`config.mk`:
```
export PLATFORM = sky130hd
export DESIGN_NAME = muldiv_hilo
export DESIGN_NICKNAME = d
export VERILOG_FILES = /design/src/rtl/muldiv_hilo_pkg.sv /design/src/rtl/muldiv_iter_core.sv /design/src/rtl/muldiv_hilo.sv
export SDC_FILE = /design/constraint.sdc
export NUM_CORES = 1
export LEC_CHECK = 0
export BUFFER_PORTS_ARGS = -buffer_cell sky130_fd_sc_hd__buf_2
export CAP_MARGIN = 20
export CORE_AREA = 8 8 210 162
export CTS_CLUSTER_DIAMETER = 30
export DETAILED_ROUTE_END_ITERATION = 7
export DIE_AREA = 0 0 218 170
export GPL_TIMING_DRIVEN = 0
export PLACE_DENSITY_LB_ADDON = 0.25
export SETUP_SLACK_MARGIN = 0.1
export SYNTH_ARGS = -nofsm -noshare
export SYNTH_HDL_FRONTEND = slang
export SYNTH_SLANG_ARGS = --single-unit
```
`constraint.sdc`:
```
create_clock -name clk -period 5.7 [get_ports clk]
set_input_delay 0.57 -clock clk [delete_from_list [all_inputs] [get_ports clk]]
set_output_delay 0.57 -clock clk [all_outputs]
set_load 0.01 [all_outputs]
```
`src/rtl/muldiv_hilo_pkg.sv`:
```
// Shared definitions for the HI/LO multiply/divide unit:
// operation codes, FSM states and op classification helpers.
package muldiv_hilo_pkg;

    typedef enum logic [2:0] {
        OP_MULT  = 3'd0,
        OP_MULTU = 3'd1,
        OP_DIV   = 3'd2,
        OP_DIVU  = 3'd3,
        OP_MTHI  = 3'd4,
        OP_MTLO  = 3'd5
    } op_e;

    typedef enum logic [1:0] {
        ST_IDLE = 2'd0,
        ST_CALC = 2'd1,
        ST_FIN  = 2'd2
    } state_e;

    function automatic logic is_arith(input logic [2:0] o);
        return (o == OP_MULT) || (o == OP_MULTU) || (o == OP_DIV) || (o == OP_DIVU);
    endfunction

    function automatic logic is_div(input logic [2:0] o);
        return (o == OP_DIV) || (o == OP_DIVU);
    endfunction

    function automatic logic is_signed_op(input logic [2:0] o);
        return (o == OP_MULT) || (o == OP_DIV);
    endfunction

endpackage

```
`src/rtl/muldiv_iter_core.sv`:
```
// Radix-2 iterative datapath on unsigned magnitudes: shift-add multiply
// or restoring divide, one step per enabled edge, with its step counter.
module muldiv_iter_core #(
    parameter int WIDTH = 32,
    parameter int CNT_W = $clog2(WIDTH + 1)
) (
    input  logic             clk,
    input  logic             rst,
    input  logic             load,
    input  logic             step,
    input  logic             div_mode,
    input  logic [WIDTH-1:0] a_mag,
    input  logic [WIDTH-1:0] b_mag,
    output logic [WIDTH-1:0] acc_hi,
    output logic [WIDTH-1:0] acc_lo,
    output logic             last
);

    logic [WIDTH-1:0] acc_reg, acc_next;
    logic [WIDTH-1:0] quo_reg, quo_next;
    logic [WIDTH-1:0] opnd_reg;
    logic [CNT_W-1:0] count_reg;

    logic [WIDTH:0]   mul_sum;
    logic [WIDTH:0]   div_shift;
    logic [WIDTH-1:0] div_rem;
    logic             div_ok;

    // Multiply: {acc,quo} is the running product, quo's LSB selects the add.
    assign mul_sum   = {1'b0, acc_reg} + (quo_reg[0] ? {1'b0, opnd_reg} : '0);
    // Divide: acc is the partial remainder, quo shifts dividend bits out and quotient bits in.
    assign div_shift = {acc_reg, quo_reg[WIDTH-1]};
    assign div_ok    = (div_shift >= {1'b0, opnd_reg});
    assign div_rem   = div_shift[WIDTH-1:0] - opnd_reg;

    always_comb begin
        acc_next = acc_reg;
        quo_next = quo_reg;
        if (div_mode) begin
            acc_next = div_ok ? div_rem : div_shift[WIDTH-1:0];
            quo_next = {quo_reg[WIDTH-2:0], div_ok};
        end else begin
            acc_next = mul_sum[WIDTH:1];
            quo_next = {mul_sum[0], quo_reg[WIDTH-1:1]};
        end
    end

    always_ff @(posedge clk or posedge rst) begin
        if (rst) begin
            acc_reg   <= '0;
            quo_reg   <= '0;
            opnd_reg  <= '0;
            count_reg <= '0;
        end else if (load) begin
            acc_reg   <= '0;
            quo_reg   <= a_mag;
            opnd_reg  <= b_mag;
            count_reg <= '0;
        end else if (step) begin
            acc_reg   <= acc_next;
            quo_reg   <= quo_next;
            count_reg <= count_reg + 1'b1;
        end
    end

    assign acc_hi = acc_reg;
    assign acc_lo = quo_reg;
    assign last   = (count_reg == CNT_W'(WIDTH - 1));

endmodule

```
`src/rtl/muldiv_hilo.sv`:
```
// MIPS HI/LO unit: FSM, operand sign handling, result fix-up, HI/LO
// registers, MTHI/MTLO writes and cancel, around the iterative core.
module muldiv_hilo
    import muldiv_hilo_pkg::*;
#(
    parameter int WIDTH = 32,
    parameter int CNT_W = $clog2(WIDTH + 1)
) (
    input  logic             clk,
    input  logic             rst,
    input  logic             start,
    input  logic [2:0]       op,
    input  logic [WIDTH-1:0] a,
    input  logic [WIDTH-1:0] b,
    input  logic             cancel,
    output logic             busy,
    output logic             done,
    output logic [WIDTH-1:0] res_hi,
    output logic [WIDTH-1:0] res_lo,
    output logic [WIDTH-1:0] hi_o,
    output logic [WIDTH-1:0] lo_o
);

    state_e state_reg, state_next;

    logic [WIDTH-1:0] hi_reg, lo_reg;
    logic [WIDTH-1:0] dividend_reg;
    logic             div_reg, neg_q_reg, neg_r_reg, dz_reg;

    logic             core_load, core_step, core_last;
    logic             write_hi, write_lo;
    logic             signed_op;
    logic [WIDTH-1:0] a_mag, b_mag;
    logic [WIDTH-1:0] core_hi, core_lo;
    logic [WIDTH-1:0] fix_hi, fix_lo;
    logic [2*WIDTH-1:0] prod_fix;

    assign signed_op = is_signed_op(op);
    assign a_mag     = (signed_op && a[WIDTH-1]) ? -a : a;
    assign b_mag     = (signed_op && b[WIDTH-1]) ? -b : b;

    muldiv_iter_core #(
        .WIDTH (WIDTH),
        .CNT_W (CNT_W)
    ) u_core (
        .clk      (clk),
        .rst      (rst),
        .load     (core_load),
        .step     (core_step),
        .div_mode (div_reg),
        .a_mag    (a_mag),
        .b_mag    (b_mag),
        .acc_hi   (core_hi),
        .acc_lo   (core_lo),
        .last     (core_last)
    );

    always_comb begin
        state_next = state_reg;
        core_load  = 1'b0;
        core_step  = 1'b0;
        write_hi   = 1'b0;
        write_lo   = 1'b0;
        done       = 1'b0;
        case (state_reg)
            ST_IDLE: begin
                if (start && !cancel) begin
                    if (is_arith(op)) begin
                        core_load  = 1'b1;
                        state_next = ST_CALC;
                    end else if (op == OP_MTHI) begin
                        write_hi = 1'b1;
                    end else if (op == OP_MTLO) begin
                        write_lo = 1'b1;
                    end
                end
            end
            ST_CALC: begin
                if (cancel) begin
                    state_next = ST_IDLE;
                end else begin
                    core_step = 1'b1;
                    if (core_last) begin
                        state_next = ST_FIN;
                    end
                end
            end
            ST_FIN: begin
                state_next = ST_IDLE;
                done       = !cancel;
            end
            default: state_next = ST_IDLE;
        endcase
    end

    // Sign correction: quotient/product negated on sign mismatch, remainder follows the dividend.
    assign prod_fix = neg_q_reg ? -{core_hi, core_lo} : {core_hi, core_lo};

    always_comb begin
        fix_hi = prod_fix[2*WIDTH-1:WIDTH];
        fix_lo = prod_fix[WIDTH-1:0];
        if (dz_reg) begin
            fix_hi = dividend_reg;
            fix_lo = '1;
        end else if (div_reg) begin
            fix_hi = neg_r_reg ? -core_hi : core_hi;
            fix_lo = neg_q_reg ? -core_lo : core_lo;
        end
    end

    always_ff @(posedge clk or posedge rst) begin
        if (rst) begin
            state_reg    <= ST_IDLE;
            hi_reg       <= '0;
            lo_reg       <= '0;
            dividend_reg <= '0;
            div_reg      <= 1'b0;
            neg_q_reg    <= 1'b0;
            neg_r_reg    <= 1'b0;
            dz_reg       <= 1'b0;
        end else begin
            state_reg <= state_next;
            if (core_load) begin
                dividend_reg <= a;
                div_reg      <= is_div(op);
                neg_q_reg    <= signed_op && (a[WIDTH-1] ^ b[WIDTH-1]);
                neg_r_reg    <= signed_op && a[WIDTH-1];
                dz_reg       <= is_div(op) && (b == '0);
            end
            if (write_hi) begin
                hi_reg <= a;
            end else if (done) begin
                hi_reg <= fix_hi;
            end
            if (write_lo) begin
                lo_reg <= a;
            end else if (done) begin
                lo_reg <= fix_lo;
            end
        end
    end

    assign busy   = (state_reg != ST_IDLE);
    assign res_hi = done ? fix_hi : '0;
    assign res_lo = done ? fix_lo : '0;
    assign hi_o   = hi_reg;
    assign lo_o   = lo_reg;

endmodule
```
# After elaboration in Yosys (flattened, before gate mapping)
# Index checks and enable logic that the tools add are counted.
[word_totals] reg_bits=204 input_bits=71 out_inout_bits=130 elab_cells=97
[op_classes] add_sub_neg=8 n_lt_le_gt_ge=1 eq_ne=11 muxes=45 bitwise=1 n_reduce_logical=19
[ops] cell="$mux W32" n=22
[ops] cell="$neg A32 Y32" n=4
[ops] cell="$mux W64" n=1
[ops] cell="$neg A64 Y64" n=1
[ops] cell="$add A32 B33 Y33" n=1
[ops] cell="$ge A33 B32 Y1" n=1
[ops] cell="$logic_not A32 Y1" n=1
[ops] cell="$sub A32 B32 Y32" n=1
[ops] cell="$mux W1" n=15
[ops] cell="$mux W6" n=2
[ops] cell="$mux W2" n=4
[ops] cell="$reduce_bool A2 Y1" n=4
[ops] cell="$add A6 B1 Y6 const B" n=1
[ops] cell="$eq A3 B2 Y1 const B" n=2
[ops] cell="$eq A3 B3 Y1 const B" n=2
[ops] cell="$eq A6 B5 Y1 const B" n=1
[ops] cell="$logic_and A1 B1 Y1" n=5
[ops] cell="$logic_or A1 B1 Y1" n=5
[ops] cell="$ne A2 B2 Y1 const B" n=2
[ops] cell="$pmux W2 S2" n=1
[ops] cell="$eq A3 B1 Y1 const B" n=1
[ops] cell="$logic_not A3 Y1" n=1
[ops] cell="$ne A3 B3 Y1 const B" n=1
[ops] cell="$reduce_and A3 Y1" n=1
[ops] cell="5 further kinds" n=5

# Longest topological paths before layout
[logic_depth] word_depth=8 mapped_depth=13 depth_no_buf=13

# By module
# From an unflattened synthesis, not the netlist that was laid out.
[hier_totals] hier_cells=2204 area_unflattened_um2=17063.9
[by_module_without_submodules] mod="muldiv_iter_core" n_inst=1 cells_per_inst=1092 area_per_inst_um2=8732.1 seq_area_each_um2=2552.4
[by_module_without_submodules] mod="muldiv_hilo" n_inst=1 cells_per_inst=1112 area_per_inst_um2=8331.7 seq_area_each_um2=2552.4

# Worst setup path after synthesis
# OpenSTA, ideal clock, no wires.
[synth_timing] path_type="reg2out" startpoint="register u_core.acc_reg[5] (netlist: u_core.acc_hi[5])" endpoint="output res_hi[31]" arrival_ns=2.767 required_ns=5.130 slack_ns=2.363 path_stages_with_launch=10 n_path_buf=0 cell_sequence="dfrtp_1 or4_4 or4_4 nor4_4 nand3_1 or3b_1 a21oi_2 xnor2_1 mux2i_1 nor2_1"
[synth_via] elab_chain_cells=5 word_cells_on_any_way=7 cone_classes="add/sub (2); mux (5)"
[synth_rtl] element="start, declared" line="muldiv_iter_core.sv:19" text="logic [WIDTH-1:0] acc_reg, acc_next;"
[synth_rtl] element="start signal, assigned" line="muldiv_iter_core.sv:60" text="acc_reg <= acc_next;"
[synth_rtl] element="$neg A64 Y64 / $neg A32 Y32 (equally long branches)" line="muldiv_hilo.sv:97, muldiv_hilo.sv:106"
[synth_rtl] element="$mux W64 / $mux W32 (equally long branches)" line="muldiv_hilo.sv:97, muldiv_hilo.sv:106"
[synth_rtl] element="$mux W32 (*)" line="muldiv_hilo.sv:105" text="end else if (div_reg) begin"
[synth_rtl] element="$mux W32 (*)" line="muldiv_hilo.sv:102" text="if (dz_reg) begin"
[synth_rtl] element="$mux W32 (*)" line="muldiv_hilo.sv:144" text="assign res_hi = done ? fix_hi : '0;"
[synth_rtl] element="end, declared" line="muldiv_hilo.sv:18" text="output logic [WIDTH-1:0] res_hi,"
# Mark *: on every way between the ends. The rest lies on a longest branch, timed or not.

# Final worst setup path
[layout_timing] startpoint="register u_core.quo_reg[0] (netlist: u_core.acc_lo[0])" endpoint="output res_hi[28]"
[layout_via] elab_chain_cells=5
[layout_rtl] element="start, declared" line="muldiv_iter_core.sv:20" text="logic [WIDTH-1:0] quo_reg, quo_next;"
[layout_rtl] element="start signal, assigned" line="muldiv_iter_core.sv:56" text="quo_reg <= a_mag;"
[layout_rtl] element="start signal, assigned" line="muldiv_iter_core.sv:61" text="quo_reg <= quo_next;"
[layout_rtl] element="$neg A64 Y64" line="muldiv_hilo.sv:97" text="assign prod_fix = neg_q_reg ? -{core_hi, core_lo} : {core_hi, core_lo};"
[layout_rtl] element="$mux W64" line="muldiv_hilo.sv:97"
[layout_rtl] element="$mux W32" line="muldiv_hilo.sv:105"
[layout_rtl] element="$mux W32" line="muldiv_hilo.sv:102"
[layout_rtl] element="$mux W32" line="muldiv_hilo.sv:144"
# No other way between the ends.

==> impl_metrics.toml <==
[worst_setup_path]
start_kind = "flop"
r2r_start = "u_core.acc_hi[11]"
cp_max_fo = 10
cp.required_ns = 5.13
end_kind = "output pin"
critical_path_depth = 12
path_delay_family = "compound AO/OA/AOI/OAI gates"
cp_cell_sequence = "inv_1 > clkbuf_1 > ha_1 > nand2b_1 > nor3_2 > nand3_2 > o31ai_1 > and3_1 > a21oi_1 > xnor2_1 > a211oi_1 > buf_2"
worstSetupPathType = "reg2out"
critPathBufInv = 3
critPathMaxStageDelay_ns = 0.57
critPathArrivalTime_ns = 4.77
r2r-end = "u_core.acc_hi[31]"
crit_path_top_delay_cell = "a211oi_1"
r2r_slack_ns = 1.22
reg2reg_depth = 11

[min_path]
worstHoldPathCells = 3
min_from = "b[1]"
hold_end = "u_core.opnd_reg[1]"
hp-class = "in2reg"

[timing]
worst_pin_slew_ns = 1.11
slew_headroom_pct = 25.1
timing.fmax_mhz = 187
hold_violations = 0
final.setup.tns_ns = 0
fin_crit_sh_pct = 93.7
slew_violations = 0
setup_viol = 0
skew_ns = 0.0284
fin_crit_ns = 5.34
rsz0062_at_grt = "false"

[floorplan]
initial_core_util_pct = 53.1
die_h_um = 170
rows = 56
die_area_um2 = 37100
core_area_um2 = 30700
io_pins = 201
die_w_um = 218

[synth]
synth_compound_area_share_pct = 24.1
syn_inst = 2106
synthesis.nets = 2248
yosysSeqAreaShare_pct = 31.3
netlist-cell-type-count = 78
muxShareOfSynthArea_pct = 3.65
synth_edf_count = 0
synth_warnings = 0
avgSynthCellArea_um2 = 7.73
synth-seq-cells = 204
netlist_area_um2 = 16300
synth-simple-area-share_pct = 21.5
synth_xor_xnor_area_share_pct = 8.87
synth_fa_ha_area_share_pct = 5.55
synth_top_family_by_area = "compound AO/OA/AOI/OAI gates"
yosys_most_used_dff = "dfrtp_1"
async_flop_share_pct = 100

[detailed_routing]
routed-via-count = 18200
drt-vias-per-instance = 6.51
ant_nets = 0
drt-pass1-iter-count = 8
drt-total-wl_um = 70600
drc = 0
wl_per_cell_um = 25.2
detail_route.iter0.violations = 2617

[cells_and_area]
nets = 2496
area.growth.synth_to_final_pct = 20.9
finalInstanceArea_um2 = 19700
drive_gt1_share_pct = 13.1

[grt]
grt_pass1_wl_um = 105000
grt_max_degree = 45
grt_overflow = 0
track_usage_pct = 37.0
grt_pass1_vias = 17200
antenna_found_initial = 1

[clock_tree]
numClockSinks = 204
cts_tree = "yes"
clk_pin_slew_ns = 0.05
h-tree-depth = 2
cts_buffers = 47
cts_max_path_buffers = 3
root_buffer = "clkbuf_16"
clkLatencyLatePin_ns = 0.57

[placement]
place_area_um2 = 17900
hpwl_um = 54400
gp_congestion = 1.02
io_buffers = 192

[power_and_ir_drop]
power_per_cell_area_nw_per_um2 = 529
ir_drop_v = 0.000280
leakage_nw = 9.08

[run_status]
status = "complete, no violations"

[run]
maxCapViolations = 0
==> what timing repair did <==
action	in CTS	in global routing
resized for setup	0	1
setup buffers	0	0
hold endpoints to repair	10	0
hold buffers	1	0
setup endpoints to repair	0	1
==> cell usage after synthesis, drive strengths merged (4+ instances only) <==
library cell,count,area share (%)
clkbuf,119,2.7
mux2i,56,3.4
a21oi,171,5.3
o22ai,26,1.0
a41oi,4,0.33
a221o,8,0.49
nor4,17,0.93
o21ai,155,4.8
or2,4,0.15
a22o,13,0.70
nor3b,4,0.18
o211ai,35,1.6
o311ai,4,0.22
nor3,43,1.3
a221oi,4,0.22
and2,16,0.61
nor2,251,5.8
ha,69,5.3
buf,24,0.62
a21o,35,1.6
nor2b,15,0.58
or3,13,0.50
or4,11,0.60
and3,17,0.65
a31oi,22,0.84
nand2b,16,0.61
and4,4,0.22
a311oi,6,0.32
inv,69,1.6
a211o,10,0.54
o221ai,13,0.70
nand3b,6,0.28
o31ai,35,1.6
o41ai,14,0.75
xor2,62,3.3
dfrtp,204,31
o21bai,6,0.28
nand4,15,0.58
a22oi,5,0.23
o21a,9,0.41
a211oi,17,0.78
xnor2,103,5.5
nand2,308,7.1
nand3,32,1.0
==> cell usage in the layout, fill, tap and decap left out, drive strengths merged, types with 14 or more instances in the layout <==
cell and count:
a211oi 17, a21o 35, a21oi 171, a31oi 22
and2 16, and3 17, buf 222, clkbuf 177
dfrtp 204, ha 69, inv 70, mux2i 56
nand2 308, nand2b 16, nand3 32, nand4 15
nor2 251, nor2b 15, nor3 43, nor4 17
o211ai 35, o21ai 155, o22ai 26, o31ai 35
o41ai 14, xnor2 103, xor2 62
==> layer usage <==
layer  routed length, um  track usage (%)  up-vias
li1                    -                -     8012
met2               27900             50.5     1350
met4                2140             11.9        2
met1               28900             51.3     8682
met3               11600             16.7      173
met5                  15                0        -
==> power breakdown <==
part,internal [W],switching (W)
registers,0.00182,0.000547
logic,0.00183,0.00311
clock network,0.00217,0.000943
==> worst max-delay path by stage <==
stage                          start    endpoint  slack (ns)
finish              u_core.acc_lo[0]  res_hi[28]        0.36
global route        u_core.acc_lo[0]   res_hi[8]        0.28
global placement    u_core.acc_lo[0]   res_hi[8]        0.94
floorplan           u_core.acc_hi[5]  res_hi[31]        2.36
CTS                 u_core.acc_lo[0]   res_hi[8]        0.28
detailed placement  u_core.acc_lo[0]   res_hi[8]        0.92
==> worst register-to-register path, delay by kind of cell, from the launching register on <==
family / cells / cell delay (ns)
AOI/OAI and AO/OA: 8 / 2.59
buffers and inverters: 2 / 0.98
DFF: 1 / 0.49
adders and majority gates: 1 / 0.33
==> logic make-up (layout without fill, tap and decap cells) <==
group / after synthesis / in the layout
AO/OA/AOI/OAI: 616 / 616
XOR/XNOR: 165 / 165
adder cells (fa/ha/maj): 71 / 71
buffers and inverters: 213 / 500
flip-flops: 204 / 204
multiplexers: 59 / 59
other: 0 / 1
AND/OR/NAND/NOR: 778 / 778
==> cell type report <==
type | count | area [um2]
Clock buffer | 58 | 1310
Fill cell | 2712 | 11000
Sequential cell | 204 | 5100
Antenna cell | 1 | 2.50
Clock inverter | 30 | 493
Inverter | 70 | 267
Multi-Input combinational cell | 1689 | 10400
Timing Repair Buffer | 199 | 1090
Tap cell | 406 | 508
Buffer | 143 | 548
==> per-stage QoR <==
step	power (W)	hold slack, ns	setup slack, ns	std cells	utilization [%]
final	0.0104	0.305	0.359	2800	64.2
after CTS	0.0102	0.289	0.282	2799	64.2
after floorplan	0.00559	0.436	2.36	2106	-
after global placement	0.00699	0.457	0.943	2704	57.9
after global routing	0.0109	0.310	0.285	2799	64.2
after detailed placement	0.00708	0.458	0.916	2710	58.3
Note: power is estimated with default switching activity, not from simulation.
